[src/rtl/am_mul_share_arbiter.sv]
// Round-robin share of one external 8x8 approximate multiplier among NREQ lanes,
// with an operand stage and a result stage. Optional exact bypass: AM_EXACT_BYPASS_EN.
module am_mul_share_arbiter #(
  parameter int NREQ  = 4,
  parameter int TAG_W = 4
) (
  input  logic                                   clk,
  input  logic                                   rst_n,
  input  logic [NREQ-1:0]                        req_valid,
  output logic [NREQ-1:0]                        req_ready,
  input  logic [8*NREQ-1:0]                      req_x,
  input  logic [8*NREQ-1:0]                      req_y,
  input  logic [TAG_W*NREQ-1:0]                  req_tag,
  output logic [7:0]                             mul_x,
  output logic [7:0]                             mul_y,
  input  logic [15:0]                            mul_z,
  output logic                                   rsp_valid,
  input  logic                                   rsp_ready,
  output logic [15:0]                            rsp_z,
  output logic [((NREQ > 1) ? $clog2(NREQ) : 1)-1:0] rsp_id,
  output logic [TAG_W-1:0]                       rsp_tag,
`ifdef AM_EXACT_BYPASS_EN
  input  logic [NREQ-1:0]                        req_exact,
  output logic                                   rsp_exact,
`endif
  output logic                                   busy
);

  localparam int ID_W = (NREQ > 1) ? $clog2(NREQ) : 1;

  logic             r_v1, r_v2;
  logic [7:0]       r_x1, r_y1;
  logic [ID_W-1:0]  r_id1, r_id2, r_ptr;
  logic [TAG_W-1:0] r_tag1, r_tag2;
  logic [15:0]      r_z2;
  logic             r_ex1, r_ex2;

  logic             w_s1_en, w_s2_en, w_xfer, w_iso, w_gex;
  logic [NREQ-1:0]  w_gnt;
  logic [ID_W-1:0]  w_gidx, w_ptr_nxt;
  logic [7:0]       w_gx, w_gy;
  logic [TAG_W-1:0] w_gtag;
  logic [15:0]      w_prod;

  assign w_s2_en = !r_v2 | rsp_ready;
  assign w_s1_en = !r_v1 | w_s2_en;

  // Search from the pointer upward, wrapping; the grant is also the ready.
  always_comb begin
    int idx;
    idx    = 0;
    w_gnt  = '0;
    w_gidx = '0;
    for (int k = 0; k < NREQ; k++) begin
      idx = int'(r_ptr) + k;
      if (idx >= NREQ) idx = idx - NREQ;
      if (w_s1_en && (w_gnt == '0) && req_valid[idx]) begin
        w_gnt[idx] = 1'b1;
        w_gidx     = ID_W'(idx);
      end
    end
  end

  always_comb begin
    w_gx   = '0;
    w_gy   = '0;
    w_gtag = '0;
    w_gex  = 1'b0;
    for (int j = 0; j < NREQ; j++) begin
      if (w_gnt[j]) begin
        w_gx   = req_x[j*8 +: 8];
        w_gy   = req_y[j*8 +: 8];
        w_gtag = req_tag[j*TAG_W +: TAG_W];
`ifdef AM_EXACT_BYPASS_EN
        w_gex  = req_exact[j];
`endif
      end
    end
  end

  assign req_ready = w_gnt;
  assign w_xfer    = |w_gnt;
  assign w_ptr_nxt = (w_gidx == ID_W'(NREQ - 1)) ? '0 : w_gidx + 1'b1;

  // Exact-bypass requests keep the approximate multiplier inputs quiet.
  assign w_iso = r_v1 & ~r_ex1;
  assign mul_x = w_iso ? r_x1 : 8'd0;
  assign mul_y = w_iso ? r_y1 : 8'd0;

`ifdef AM_EXACT_BYPASS_EN
  assign w_prod = r_ex1 ? ({8'd0, r_x1} * {8'd0, r_y1}) : mul_z;
`else
  assign w_prod = mul_z;
`endif

  always_ff @(posedge clk or negedge rst_n) begin
    if (!rst_n) begin
      r_v1   <= 1'b0;
      r_x1   <= '0;
      r_y1   <= '0;
      r_id1  <= '0;
      r_tag1 <= '0;
      r_ex1  <= 1'b0;
      r_ptr  <= '0;
    end else if (w_s1_en) begin
      r_v1 <= w_xfer;
      if (w_xfer) begin
        r_x1   <= w_gx;
        r_y1   <= w_gy;
        r_id1  <= w_gidx;
        r_tag1 <= w_gtag;
        r_ex1  <= w_gex;
        r_ptr  <= w_ptr_nxt;
      end
    end
  end

  // Result stage holds whenever a response is waiting, keeping rsp_* stable.
  always_ff @(posedge clk or negedge rst_n) begin
    if (!rst_n) begin
      r_v2   <= 1'b0;
      r_z2   <= '0;
      r_id2  <= '0;
      r_tag2 <= '0;
      r_ex2  <= 1'b0;
    end else if (w_s2_en) begin
      r_v2 <= r_v1;
      if (r_v1) begin
        r_z2   <= w_prod;
        r_id2  <= r_id1;
        r_tag2 <= r_tag1;
        r_ex2  <= r_ex1;
      end
    end
  end

  assign rsp_valid = r_v2;
  assign rsp_z     = r_z2;
  assign rsp_id    = r_id2;
  assign rsp_tag   = r_tag2;
  assign busy      = r_v1 | r_v2;
`ifdef AM_EXACT_BYPASS_EN
  assign rsp_exact = r_ex2;
`endif

endmodule

[config.mk]
export PLATFORM = sky130hd
export DESIGN_NAME = am_mul_share_arbiter
export DESIGN_NICKNAME = d
export VERILOG_FILES = /design/src/rtl/am_mul_share_arbiter.sv
export SDC_FILE = /design/constraint.sdc
export NUM_CORES = 1
export LEC_CHECK = 0
export CAP_MARGIN = 20
export CORE_MARGIN = 4
export CORE_UTILIZATION = 45
export CTS_CLUSTER_DIAMETER = 40
export DETAILED_ROUTE_END_ITERATION = 8
export GPL_ROUTABILITY_DRIVEN = 0
export PLACE_DENSITY = 0.87
export SYNTH_ARGS = -nofsm -noshare
export SYNTH_HDL_FRONTEND = slang
export SYNTH_SLANG_ARGS = --single-unit
[constraint.sdc]
create_clock -name clk -period 5.4 [get_ports clk]
set_input_delay 0.54 -clock clk [delete_from_list [all_inputs] [get_ports clk]]
set_output_delay 0.54 -clock clk [all_outputs]
set_load 0.05 [all_outputs]
==> results of run 1 <==
power by group through the flow:
stage,Clock [mW],Combinational [mW],Sequential [mW]
2_1_floorplan,0,1.85,0.920
3_5_place_dp,0,2.79,0.676
3_3_place_gp,0,2.72,0.665
6_report,0.222,2.81,0.671
4_1_cts,0.228,2.79,0.671
5_1_grt,0.239,2.99,0.697
per-layer routing:
| metal | GRT usage (%) | part of all wire, % |
|---|---|---|
| met5 | 0 | 0 |
| met4 | 9.548 | 3.2 |
| met3 | 4.391 | 7.7 |
| met2 | 38.99 | 49 |
| met1 | 28.81 | 40 |
stage by stage:
step / area [µm²] / setup WS [ns]
after global routing: 4708 / 0.1215
after detailed placement: 4591 / 0.7997
after CTS: 4688 / 0.4560
after floorplan: 3120 / 1.661
final: 4708 / 0.4285
after global placement: 4591 / 0.9627
cells in the final DEF, fill, tap and decap left out, drive strengths merged, types with 5 or more instances in the layout:
cell,netlist,layout
o21ai,10,10
mux2,25,25
a21oi,23,23
ha,8,8
and2,19,19
clkdlybuf4s50,0,144
buf,11,10
nand2,29,29
a311oi,20,20
and3,5,5
dfrtp,48,48
inv,5,5
a221o,20,20
nand3,29,29
clkbuf,15,6
state kept, by name, summed over array words and instances, names as in the netlist, named ones only:
signal     flops
r_ptr          1
r_y1           8
rsp_valid      1
rsp_tag        4
r_x1           8
r_tag1         4
r_id1          2
rsp_z         16
r_v1           1
rsp_id         2
critical path, delay by kind of cell (launching register included):
family	cells	cell delay, ns
muxes	1	0.61
adders and majority gates	1	0.46
DFF	1	0.64
buffers and inverters	2	1.13
AOI/OAI and AO/OA	4	1.26
cells by family after synthesis:
kind of cell	Yosys count	synth area share (%)
and+or+nand+nor	100	16.68
AOI/OAI and AO/OA	97	24.18
DFF	48	38.49
buffers and inverters	31	5.252
muxes	29	11.91
adders and majority gates	8	3.208
xor gates and xnor gates	1	0.2807
synth_stat cells (4+ instances only):
library cell / number
dfrtp_1: 48
ha_1: 8
o21ai_1: 4
a311oi_1: 20
mux2_2: 25
and3_1: 5
inv_1: 5
a221o_1: 20
nand3_1: 29
buf_6: 5
nand2_1: 29
and2_1: 19
clkbuf_1: 15
mux4_2: 4
a21oi_1: 23
nor2_1: 4
o21ai_0: 5
final cells by class:
cell class,count,area [µm²],area share [%]
Clock buffer,6,82.58,1.754
Clock inverter,2,15.01,0.3189
Inverter,5,18.77,0.3986
Multi-Input combinational cell,235,1764,37.47
Sequential cell,48,1201,25.51
Tap cell,80,100.1,2.126
Timing Repair Buffer,154,1526,32.42
worst max path at each step:
stage | slack, ns | cells after the start | end
global route | 0.12 | 8 | req_ready[3]
detailed placement | 0.80 | 8 | req_ready[3]
finish | 0.43 | 8 | req_ready[3]
floorplan | 1.66 | 9 | req_ready[3]
global placement | 0.96 | 8 | req_ready[3]
CTS | 0.46 | 8 | req_ready[3]
==> results.json, run 1 <==
{
  "drive_gt1_share_pct": 12.44,
  "yosysWarnings": 0,
  "yosysUniqueCellTypes": 51,
  "end_kind": "output port",
  "cts_buffer_depth": 2,
  "clk_pin_slew_ns": 0.09,
  "die_x_um": 91.28,
  "cts_num_sinks": 48,
  "power_density_nw_per_um2": 787.2,
  "fillCellCount": 497,
  "critPathKind": "reg -> out",
  "ctsHoldBuffers": 0,
  "cts_tree": "built",
  "dpl.cell_count": 521,
  "p_clk_share_pct": 6.0,
  "run_status": "complete, no violations",
  "synth.area.top_cells": "dfrtp_1 (38%), mux2_2 (9.0%), a221o_1 (6.4%), a311oi_1 (5.6%), nand3_1 (4.7%)",
  "syn_area_per_cell_um2": 9.938,
  "crit_chain": "inv_1, ha_1, mux4_2, a21boi_4, a21o_1, a211o_1, o21ai_2, clkdlybuf4s50_1",
  "grt_setup_unrepaired": "no",
  "intPower_mw": 1.734,
  "die-area_um2": 8331,
  "dp_hpwl_mm": 7.562,
  "cpMaxStageDelayCell": "clkdlybuf4s50_1",
  "cp_max_fo": 13,
  "cts.repair.resized": 0,
  "synth_top_cell_area_share_pct": 38.49,
  "synth_fp_nets": 425,
  "synth_area_um2": 3120,
  "reg2reg_to": "r_y1[5]",
  "hold_viol": 0,
  "area_growth_pct": 50.88,
  "drt-pass1-iter-count": 7,
  "hp-class": "in -> async",
  "clock_skew_ns": 0.007597,
  "start_kind": "flip-flop",
  "synth_edf_count": 0,
  "cts_buffers": 5,
  "slowest_delay_ns": 0.91,
  "fmax_mhz": 201.1,
  "totalWireLength_mm": 9.902,
  "tightest_slew_ns": 1.007,
  "ys_ff_latch": 48,
  "setup_viol": 0,
  "crit_arrival_ns": 4.43,
  "relSlewSlack_pct": 32.84,
  "cts_setup_buffers": 0,
  "insertion_delay_ns": 0.30,
  "holdWs_ns": 0.06485,
  "port_buffers": 146,
  "p_comb_share_pct": 75.9,
  "p_sw_share_pct": 53.21,
  "initial_core_util_pct": 46.19,
  "grt_pass1_wl_mm": 15.68,
  "grt_pass1_vias": 3212,
  "die_height_um": 91.28,
  "leakage_nw": 1.867,
  "final_cells": 530,
  "placementRows": 30,
  "drcViolationCount": 0,
  "p_seq_share_pct": 18.1,
  "nets": 560,
  "cts_root_buffer": "clkbuf_8",
  "synthCells": 314,
  "antenna_found_initial": 0,
  "total_power_mw": 3.706,
  "finalSetupTns_ns": 0,
  "async_flop_share_pct": 100.0,
  "crit_required_ns": 4.86,
  "grt_usage_pct": 23.05,
  "final_util_pct": 69.69,
  "reg2reg_slack_ns": 0.95,
  "drtIter0Drc": 205,
  "grt-ovfl-total": 0,
  "vias": 3239,
  "period_needed_ns": 4.971,
  "htree_levels": 2,
  "drt-wirelength-per-cell_um": 18.68,
  "antennaDiodeCount": 0,
  "grt_max_degree": 49,
  "synth.largest_area_cell": "dfrtp_1",
  "switchingPower_mw": 1.972,
  "ir_drop_uv": 708.9,
  "postRouteAntennaNets": 0,
  "cap_violations": 0,
  "reg2reg_depth": 11,
  "routed_via_density": 6.111,
  "drv_slew": 0,
  "min_period_over_period_pct": 92.06,
  "core_um2": 6756,
  "ys_seq_area_share_pct": 38.49,
  "synth_flop_cell": "dfrtp_1",
  "ios": 147
}
No activity file was read; power rests on OpenSTA's default activity.
==> run 2: changes to the inputs <==
--- a/config.mk
+++ b/config.mk
@@ -6,12 +6,12 @@
 export NUM_CORES = 1
 export LEC_CHECK = 0
 export CAP_MARGIN = 20
-export CORE_MARGIN = 4
 export CORE_UTILIZATION = 45
 export CTS_CLUSTER_DIAMETER = 40
 export DETAILED_ROUTE_END_ITERATION = 8
 export GPL_ROUTABILITY_DRIVEN = 0
 export PLACE_DENSITY = 0.87
+export SLEW_MARGIN = 30
 export SYNTH_ARGS = -nofsm -noshare
 export SYNTH_HDL_FRONTEND = slang
 export SYNTH_SLANG_ARGS = --single-unit
==> run 2 against run 1 <==
Cell area is 0.43% lower. Worst setup slack worse by 0.0016 ns. Wire length is 4.5% lower. Critical path depth stayed put. Combinational power hardly changed. Cell count is 0.75% lower.
==> results.json, run 2 (synthesis gave the netlist of run 1 again) <==
{
  "htree_levels": 2,
  "crit_required_ns": 4.86,
  "ir_drop_uv": 653.4,
  "routed_via_density": 6.158,
  "cap_violations": 0,
  "clk_pin_slew_ns": 0.09,
  "reg2reg_to": "r_tag1[2]",
  "clock_skew_ns": 0.009594,
  "antenna_found_initial": 0,
  "place_area_um2": 4589,
  "min_period_over_period_pct": 92.09,
  "power_density_nw_per_um2": 789.3,
  "drcViolationCount": 0,
  "hold_viol": 0,
  "placementRows": 29,
  "hp-class": "in -> async",
  "cts_setup_buffers": 0,
  "fillCellCount": 474,
  "cts_buffers": 5,
  "cpMaxStageDelayCell": "clkdlybuf4s50_1",
  "die_height_um": 85.28,
  "slowest_delay_ns": 0.91,
  "largest_reg_flops": 16,
  "crit_chain": "inv_1, ha_1, mux4_2, a21boi_4, a21o_1, a211o_1, o21ai_2, clkdlybuf4s50_1",
  "drive_gt1_share_pct": 12.47,
  "multi_input_area_um2": 1765,
  "totalWireLength_mm": 9.459,
  "reg2reg_slack_ns": 1.19,
  "nets": 559,
  "relSlewSlack_pct": 39.95,
  "drtIter0Drc": 144,
  "tightest_slew_ns": 0.8986,
  "drt-wirelength-per-cell_um": 17.98,
  "drt-pass1-iter-count": 5,
  "antennaDiodeCount": 0,
  "grt_max_degree": 49,
  "core_um2": 6531,
  "ios": 147,
  "ctsHoldBuffers": 0,
  "grt-ovfl-total": 0,
  "cp_num_buf_inv": 2,
  "critPathKind": "reg -> out",
  "cts_tree": "built",
  "die_x_um": 85.28,
  "leakage_nw": 1.859,
  "finalSetupTns_ns": 0,
  "cts_buffer_depth": 2,
  "final_cell_mix": "clkdlybuf4s50_1 (144), dfrtp_1 (48), nand2_1 (29), nand3_1 (29), mux2_2 (25)",
  "run_status": "complete, no violations",
  "port_buffers": 146,
  "fin_area_um2": 4688,
  "period_needed_ns": 4.973,
  "cp_max_fo": 13,
  "layout_commonest_cell": "clkdlybuf4s50_1",
  "insertion_delay_ns": 0.30,
  "start_kind": "flip-flop",
  "critical_path.top_delay_family": "compound AO/OA/AOI/OAI gates",
  "cts_root_buffer": "clkbuf_8",
  "dp_hpwl_mm": 6.959,
  "cts.repair.resized": 0,
  "fmax_mhz": 201.1,
  "die-area_um2": 7272,
  "drv_slew": 0,
  "grt_pass1_vias": 3171,
  "setup_viol": 0,
  "postRouteAntennaNets": 0,
  "vias": 3239,
  "end_kind": "output port",
  "crit_arrival_ns": 4.43,
  "grt_usage_pct": 25.56,
  "initial_core_util_pct": 47.78,
  "grt_pass1_wl_mm": 14.72,
  "area_growth_pct": 50.24,
  "reg2reg_depth": 12,
  "seq_area_um2": 1201,
  "grt_setup_unrepaired": "no",
  "total_power_mw": 3.701,
  "cts_num_sinks": 48
}
-- run 2: changes by cell type in the layout (fill, tap and decap cells not counted) --
| cell | change |
|---|---|
| and4b_1 | -1 |
| and4b_2 | +1 |
| buf_12 | -1 |
| buf_2 | -1 |
| buf_4 | +1 |
-- run 2: layout make-up --
cell class | instances | area share [%]
repair buffers | 153 | 32.19
clock inverters | 2 | 0.3203
inverters | 5 | 0.4003
clock buffers | 6 | 1.761
multi-input cells | 235 | 37.66
flip-flops and latches | 48 | 25.62
well taps | 77 | 2.055
-- run 2: layer usage --
layer	global-route usage (%)	vias up	wire (µm)
met2	46.19	213	4674
li1	-	1482	-
met3	5.058	24	873
met4	7.576	0	243
met1	30.81	1520	3668
met5	0	-	0
-- run 2: power breakdown --
group	leakage, nW	total (mW)	switching [mW]	internal [mW]
logic	1.23	2.80	1.72	1.08
clock network	0.0434	0.229	0.125	0.104
registers	0.581	0.668	0.117	0.551
total	1.86	3.70	1.97	1.73
-- run 2: worst max path at each step --
stage | cells after the start | startpoint | to | slack (ns)
2_1_floorplan | 9 | flip-flop | req_ready[3] | 1.66
3_3_place_gp | 8 | flip-flop | req_ready[3] | 0.96
3_5_place_dp | 8 | flip-flop | req_ready[3] | 0.84
4_1_cts | 8 | flip-flop | req_ready[3] | 0.48
5_1_grt | 8 | flip-flop | req_ready[3] | 0.21
6_report | 8 | flip-flop | req_ready[3] | 0.43
-- run 2: metrics by stage --
step / setup WS [ns] / util, % / cells / hold slack (ns)
global placement: 0.9607 / 70.23 / 518 / 0.4852
detailed placement: 0.8411 / 70.27 / 518 / 0.4884
floorplan: 1.661 / - / 314 / 0.2444
global route: 0.2076 / 71.78 / 526 / 0.2817
finish: 0.4270 / 71.78 / 526 / 0.2349
CTS: 0.4842 / 71.76 / 526 / 0.2534
